`src/rtl/fault_inject_logic2.sv`:
```
// Golden and stuck-at-faultable copies of one 11-gate NAND/AND/OR/NOR/XOR
// network, with registered outputs, a per-sample mismatch flag and a sticky detect flag.

module fault_inject_net (
  input  logic       fault_en,
  input  logic [4:0] fault_sel,
  input  logic       fault_val,
  input  logic [4:0] pin,
  output logic [1:0] out
);
  logic [16:1] hit;
  logic [16:1] n;

  // A node is forced only when this copy has faults enabled and sel names it.
  for (genvar k = 1; k <= 16; k++) begin : g_hit
    assign hit[k] = fault_en && (fault_sel == 5'(k));
  end

  // The forced value replaces the node at its driver, so every fanout sees it.
  always_comb begin
    n      = '0;
    n[1]   = hit[1]  ? fault_val : pin[4];
    n[2]   = hit[2]  ? fault_val : pin[3];
    n[3]   = hit[3]  ? fault_val : pin[2];
    n[4]   = hit[4]  ? fault_val : pin[1];
    n[5]   = hit[5]  ? fault_val : pin[0];
    n[6]   = hit[6]  ? fault_val : ~(n[1] & n[3]);
    n[7]   = hit[7]  ? fault_val : ~(n[3] & n[4]);
    n[8]   = hit[8]  ? fault_val : ~(n[2] & n[7]);
    n[9]   = hit[9]  ? fault_val : ~(n[7] & n[5]);
    n[10]  = hit[10] ? fault_val : ~(n[6] & n[8]);
    n[11]  = hit[11] ? fault_val : ~(n[8] & n[9]);
    n[12]  = hit[12] ? fault_val : (n[1] & n[5]);
    n[13]  = hit[13] ? fault_val : (n[10] | n[12]);
    n[14]  = hit[14] ? fault_val : ~(n[11] | n[2]);
    n[15]  = hit[15] ? fault_val : (n[13] ^ n[14]);
    n[16]  = hit[16] ? fault_val : ~(n[11] & n[13]);
  end

  assign out = {n[15], n[16]};
endmodule

module fault_inject_logic2 (
  input  logic       clk,
  input  logic       rst,
  input  logic [4:0] fault_sel,
  input  logic       fault_val,
  input  logic       in1,
  input  logic       in2,
  input  logic       in3,
  input  logic       in4,
  input  logic       in5,
  output logic       o1,
  output logic       o2,
  output logic       g1,
  output logic       g2,
  output logic       mismatch,
  output logic       detected
);
  // Copy 0 is golden, copy 1 carries the fault muxes.
  logic [1:0][1:0] net_out;
  logic            mm_next;

  for (genvar c = 0; c < 2; c++) begin : g_copy
    fault_inject_net u_net (
      .fault_en  (c == 1),
      .fault_sel (fault_sel),
      .fault_val (fault_val),
      .pin       ({in1, in2, in3, in4, in5}),
      .out       (net_out[c])
    );
  end

  assign mm_next = |(net_out[1] ^ net_out[0]);

  always_ff @(posedge clk) begin
    if (rst) begin
      {o1, o2}  <= 2'b00;
      {g1, g2}  <= 2'b00;
      mismatch  <= 1'b0;
      detected  <= 1'b0;
    end else begin
      {o1, o2}  <= net_out[1];
      {g1, g2}  <= net_out[0];
      mismatch  <= mm_next;
      detected  <= detected | mm_next;
    end
  end
endmodule

```
`config.mk`:
```
export PLATFORM = sky130hd
export DESIGN_NAME = fault_inject_logic2
export DESIGN_NICKNAME = d
export VERILOG_FILES = /design/src/rtl/fault_inject_logic2.sv
export SDC_FILE = /design/constraint.sdc
export NUM_CORES = 1
export LEC_CHECK = 0
export BUFFER_PORTS_ARGS = -buffer_cell sky130_fd_sc_hd__buf_4
export CAP_MARGIN = 20
export CORE_MARGIN = 3
export CORE_UTILIZATION = 45
export DETAILED_ROUTE_END_ITERATION = 7
export PLACE_DENSITY = 0.68
export SLEW_MARGIN = 10
export SYNTH_ARGS = -nofsm -noshare
export SYNTH_HDL_FRONTEND = slang
export SYNTH_SLANG_ARGS = --single-unit
```
`constraint.sdc`:
```
create_clock -name clk -period 3.75 [get_ports clk]
set_input_delay 0.75 -clock clk [delete_from_list [all_inputs] [get_ports clk]]
set_output_delay 0.75 -clock clk [all_outputs]
set_load 0.005 [all_outputs]
```
==> results of run 1 <==
worst paths after layout:
check / end / slack, ns / depth (start not counted)
worst max-delay path: detected / 1.08 / 9
worst min-delay path: detected / 0.47 / 2
worst max register to register: detected / 3.17 / 2
worst min register to register: detected / 0.47 / 2
registers in the layout, summed over array words and instances, names as in the netlist:
name,flops
detected,1
g1,1
g2,1
mismatch,1
o1,1
o2,1
worst max-delay path: stages:
cell and delay (ns):
buf_4 0.16, or3_1 0.37, a2111o_1 0.43, o221ai_2 0.09, o211ai_2 0.13, a2111o_1 0.41, a31oi_4 0.19, xnor2_1 0.15
a31oi_1 0.11
cells in the final DEF, fill, tap and decap left out, drive strengths merged, types with 2 or more instances in the layout:
| cell type | netlist | layout |
|---|---|---|
| or3 | 3 | 3 |
| buf | 5 | 18 |
| clkbuf | 1 | 3 |
| xor2 | 2 | 2 |
| and3 | 4 | 4 |
| and2b | 2 | 2 |
| o22ai | 2 | 2 |
| nor2b | 7 | 7 |
| a211oi | 2 | 2 |
| nor3b | 2 | 2 |
| nand2 | 14 | 14 |
| nor2 | 9 | 9 |
| a31oi | 2 | 2 |
| a22oi | 2 | 2 |
| xnor2 | 2 | 2 |
| dfxtp | 6 | 6 |
| o21bai | 2 | 2 |
| nand2b | 2 | 2 |
| nand3 | 3 | 3 |
| a2111o | 3 | 3 |
| o21ai | 5 | 5 |
| o31ai | 2 | 2 |
| a21oi | 6 | 6 |
| a21boi | 2 | 2 |
| inv | 5 | 5 |
Yosys cell counts (2+ instances only):
master / instances / area (µm²)
or3_1: 3 / 18.77
a21oi_1: 6 / 30.03
xor2_1: 2 / 17.52
and3_1: 3 / 18.77
a21boi_0: 2 / 15.01
nand2_1: 14 / 52.55
inv_1: 5 / 18.77
buf_2: 2 / 10.01
nor2b_1: 6 / 37.54
a22oi_1: 2 / 15.01
o22ai_1: 2 / 12.51
nor3b_1: 2 / 15.01
a2111o_1: 3 / 33.78
nor2_1: 9 / 33.78
xnor2_1: 2 / 17.52
o21ai_0: 4 / 20.02
and2b_2: 2 / 17.52
o21bai_1: 2 / 15.01
dfxtp_1: 6 / 120.1
a211oi_1: 2 / 15.01
buf_4: 2 / 15.01
nand3_1: 3 / 15.01
stage by stage:
step,utilization,setup slack [ns]
global route,0.5692,0.8680
floorplan,-,1.083
finish,0.5692,1.082
global placement,0.5563,0.8704
CTS,0.5692,1.082
detailed placement,0.5563,0.8323
kinds of logic (layout without fill, tap and decap cells):
logic type	Yosys count	count (layout)	share of synthesized area
flip-flops	6	6	0.1422
AND/OR/NAND/NOR	53	53	0.3674
XOR/XNOR	4	4	0.04149
multiplexers	1	1	0.01333
buffers and inverters	11	26	0.06962
AO/OA/AOI/OAI	38	38	0.3659
area by class of cell:
class,instances,area [µm²]
clock buffer,3,22.52
fill,175,752.0
inverter,5,18.77
multi-input combinational,96,665.6
sequential,6,120.1
tap,25,31.28
timing repair buffer,18,135.1
routing by layer:
layer	vias up	GRT usage
met5	-	0
met2	29	0.2924
li1	453	-
met3	6	0.03364
met4	0	0.09005
met1	429	0.2224
power breakdown:
group	internal [mW]	leakage [nW]	switching, mW
Sequential	0.0719	0.0503	0.00234
Clock	0.0362	0.0138	0.0226
Combinational	0.0526	0.350	0.0551
==> reports/results.ini, run 1 <==
[run_status]
status = finished clean

[power_and_ir_drop]
powerDensity_nw_per_um2 = 242.3
irDropWorstVdd_v = 0.0001096
power.leakage_nw = 0.4145
power_mw = 0.2407

[worst_setup_path]
cp_max_fo = 16
crit_arrival_ns = 2.79
rr_startpoint = detected
crit_type = input port to flip-flop
cp-start-kind = input port
endpoint_kind = flip-flop
required_ns = 3.87
crit_start = fault_sel[0]

[detailed_routing]
ant_nets = 0
wl_met3_um = 115
viasPerCell = 5.993
first_pass_iters = 4
top_layer_used = met4
wl_met2_um = 972
wire_per_inst_um = 13.43
wl_um = 2055
vias = 917
first_iter_violations = 11
drc = 0
wirelength_met1_um = 924

[finish]
fin_area_um2 = 993.5
finalNonFillerCells = 153
diodes = 0
nets = 143
layout-drive-gt1-share = 0.2813
syn2layout_area_growth_pct = 17.63

[floorplan]
io_pins = 19
fp.dieH_um = 49.32
dieArea_um2 = 2432
initial_utilization = 0.4839
core_um2 = 1745
row_count = 15
die_x_um = 49.32

[timing]
clock_skew_ns = 0
max_freq_ghz = 0.3748
drv_slew = 0
fin_crit_ns = 2.668
rsz0062_at_grt = no
setup_violations = 0
tns_ns = 0
worst_pin_slew_ns = 0.4384
post-route-period-util = 0.7114
hold_slack_ns = 0.4745
hold_viol = 0
relSlewSlack = 0.7060

[min_path]
holdCritStartpoint = detected
hold_path_class = flip-flop to flip-flop

[place]
placed_cell_area_um2 = 970.9
dp.cells = 150
place_congestion = 0.8639
dpl.hpwl_um = 1578
portBuffers = 18

[synthesis]
avgSynthCellArea_um2 = 7.474
synth_seq_area_share = 0.1422
synth_seq_cells = 6
syn-num-nets = 126
synthCells = 113
synth_ff_type = dfxtp_1
synth_edf_count = 0
postSynth.asyncResetShare = 0
yosysWarnings = 0
synth_area_um2 = 844.6
ys_types = 51

[clocking]
cts_resized = 0
numCtsBuffers = 3
htree_levels = 1
cts_setup_buffers = 0
cts_sinks = 6
clkLatencyLatePin_ns = 0.24
holdBufCountCts = 0
clkTransAtPathRegs_ns = 0.04
cts_root_buffer = clkbuf_4
cts_tree = done
clockBufferDepth = 2

[grt]
grt_first_pass_wirelength_um = 3456
grt-ovfl-total = 0
grt_use_total = 0.1794
antenna_found_initial = 0
grt_max_degree = 17
first_global_vias = 800

[job]
cap_violations = 0

Power figures use the tool's default switching activity.
==> run 2: changes to the inputs <==
==> constraint.sdc (replaced) <==
create_clock -name clk -period 2.5 [get_ports clk]
set_input_delay 0.5 -clock clk [delete_from_list [all_inputs] [get_ports clk]]
set_output_delay 0.5 -clock clk [all_outputs]
set_load 0.005 [all_outputs]
==> run 2 against run 1 <==
Utilization up 9.6 points. Wire length up 16%. Hold slack worse by 0.024 ns. Power up 64%. Count of clock-buffer cells in the layout unchanged. Final cell count up 14%. Flip-flop and latch count unchanged. Sequential power up 51%. Register-to-register slack worse by 1.2 ns. First-iteration DRC count rose to 2.9 times the previous value. Final area up 17%. Clock power up 54%. Critical path type unchanged.
==> reports/results.ini, run 2 (synthesized netlist as in run 1, its figures left out) <==
[run_status]
status = finished clean  ; unchanged

[timing]
fin_ws_ns = 0.1316  ; was 1.082 ns
hold_slack_ns = 0.4504  ; was 0.4745 ns
post-route-period-util = 0.9473
max_freq_ghz = 0.4222
clock_skew_ns = 0  ; unchanged
tns_ns = 0  ; unchanged
drv_slew = 0  ; unchanged
rsz0062_at_grt = no  ; unchanged
worst_pin_slew_ns = 0.4112  ; was 0.4384 ns
setup_violations = 0  ; unchanged
hold_viol = 0  ; unchanged
fin_crit_ns = 2.368
relSlewSlack = 0.7215  ; was 0.7060

[finish]
final_common_cell = buf_4  ; unchanged
finish.utilization = 0.6652  ; was 0.5692
fillers = 168  ; was 175
diodes = 0  ; unchanged
multi_input_area_um2 = 675.6  ; was 665.6 µm²
final_cell_mix = buf_4, nand2_1, nor2_1  ; unchanged
seq_area_um2 = 120.1  ; unchanged
layout-drive-gt1-share = 0.3960  ; was 0.2813
finalNonFillerCells = 174  ; was 153
nets = 164  ; was 143
syn2layout_area_growth_pct = 37.48  ; was 17.63%

[place]
dp_slack_ns = -0.1668  ; was 0.8323 ns
portBuffers = 18  ; unchanged
place_congestion = 0.8916  ; was 0.8639
dpl.hpwl_um = 1926  ; was 1578 µm
dp.cells = 171  ; was 150

[floorplan]
die_x_um = 49.32  ; unchanged
initial_utilization = 0.4839  ; unchanged
core_um2 = 1745  ; unchanged
dieArea_um2 = 2432  ; unchanged
io_pins = 19  ; unchanged
row_count = 15  ; unchanged
fp.dieH_um = 49.32  ; unchanged

[grt]
first_global_vias = 888  ; was 800
grt_max_degree = 13  ; was 17
grt_first_pass_wirelength_um = 3946  ; was 3456 µm
grt_use_total = 0.2060  ; was 0.1794
grt-ovfl-total = 0  ; unchanged
antenna_found_initial = 0  ; unchanged

[detailed_routing]
wl_met3_um = 165  ; was 115 µm
wirelength_met1_um = 1053  ; was 924 µm
first_pass_iters = 4  ; unchanged
ant_nets = 0  ; unchanged
top_layer_used = met4  ; unchanged
first_iter_violations = 32  ; was 11
wire_per_inst_um = 13.72  ; was 13.43 µm
wl_met2_um = 1129  ; was 972 µm
viasPerCell = 5.632  ; was 5.993
drc = 0  ; unchanged
vias = 980  ; was 917
wl_um = 2387  ; was 2055 µm

[clocking]
cts_setup_buffers = 0  ; unchanged
htree_levels = 1  ; unchanged
clkTransAtPathRegs_ns = 0.05  ; was 0.04 ns
clkLatencyLatePin_ns = 0.24  ; about the same
clockBufferDepth = 2  ; unchanged
cts_tree = done  ; unchanged
cts_resized = 0  ; unchanged
holdBufCountCts = 0  ; unchanged
cts_sinks = 6  ; unchanged
numCtsBuffers = 3  ; unchanged
cts_root_buffer = clkbuf_4  ; unchanged

[power_and_ir_drop]
clkPwrFrac = 0.229  ; was 0.244
irDropWorstVdd_v = 0.0002086  ; was 0.0001096 V
seqPwrFrac = 0.284  ; was 0.308
powerDensity_nw_per_um2 = 339.2  ; was 242.3 nW/µm²
p_sw_frac = 0.3313  ; was 0.3328
power.switching_mw = 0.1305  ; was 0.08011 mW
power.internal_mw = 0.2633  ; was 0.1606 mW
combPwrFrac = 0.486  ; was 0.447
power.leakage_nw = 0.5194  ; was 0.4145 nW

[worst_setup_path]
crit_arrival_ns = 2.49  ; was 2.79 ns
required_ns = 2.62  ; was 3.87 ns
cp-start-kind = input port  ; unchanged
crit_type = input port to flip-flop  ; unchanged
cp_max_fo = 6  ; was 16
endpoint_kind = flip-flop  ; unchanged

[job]
cap_violations = 0  ; unchanged

[min_path]
hold_path_class = input port to flip-flop  ; was flip-flop to flip-flop

==> run 2: cell count changes in the layout (fill, tap and decap cells not counted) <==
cell	previous run	this run
a22oi_1	2	1
a22oi_2	0	1
nor3b_1	2	1
nor3b_2	0	1
buf_4	18	39
==> run 2: through the flow <==
stage                     instance area [µm²]  total power [mW]
after floorplan                         844.6            0.2186
after global routing                     1161            0.4268
after CTS                                1151            0.3956
after detailed placement                 1129            0.3019
final                                    1161            0.3938
after global placement                   1129            0.2979
==> run 2: worst max-delay path: stages <==
cell      delay (ns)
buf_4           0.13
or3_1           0.36
a2111o_1        0.43
o221ai_2        0.10
o211ai_2        0.13
a2111o_1        0.41
a31oi_4         0.18
xnor2_1         0.16
a31oi_1         0.10
==> run 2: layout make-up <==
cell class | instances | area share
Clock buffer | 3 | 0.01940
Inverter | 5 | 0.01616
Multi-Input combinational cell | 96 | 0.5819
Sequential cell | 6 | 0.1034
Tap cell | 25 | 0.02694
Timing Repair Buffer | 39 | 0.2522
==> run 2: per-layer routing <==
layer / up-vias / global-route usage
met4: 0 / 0.04739
met3: 5 / 0.05810
met2: 33 / 0.3549
met5: - / 0
met1: 447 / 0.2495
li1: 495 / -
==> run 2: power by group through the flow <==
stage	combinational, mW	clock [mW]	sequential, mW
floorplan	0.104	0	0.115
global placement	0.185	0	0.113
detailed placement	0.188	0	0.114
CTS	0.189	0.0947	0.112
global route	0.210	0.105	0.113
finish	0.192	0.0903	0.112
==> run 2: final timing paths <==
kind | startpoint | endpoint | slack (ns) | cells past startpoint
worst max register to register | detected | detected | 1.96 | 2
worst max-delay path | fault_sel[0] | detected | 0.13 | 9
worst min-delay path | rst | g2 | 0.45 | 2
worst min register to register | detected | detected | 0.46 | 2
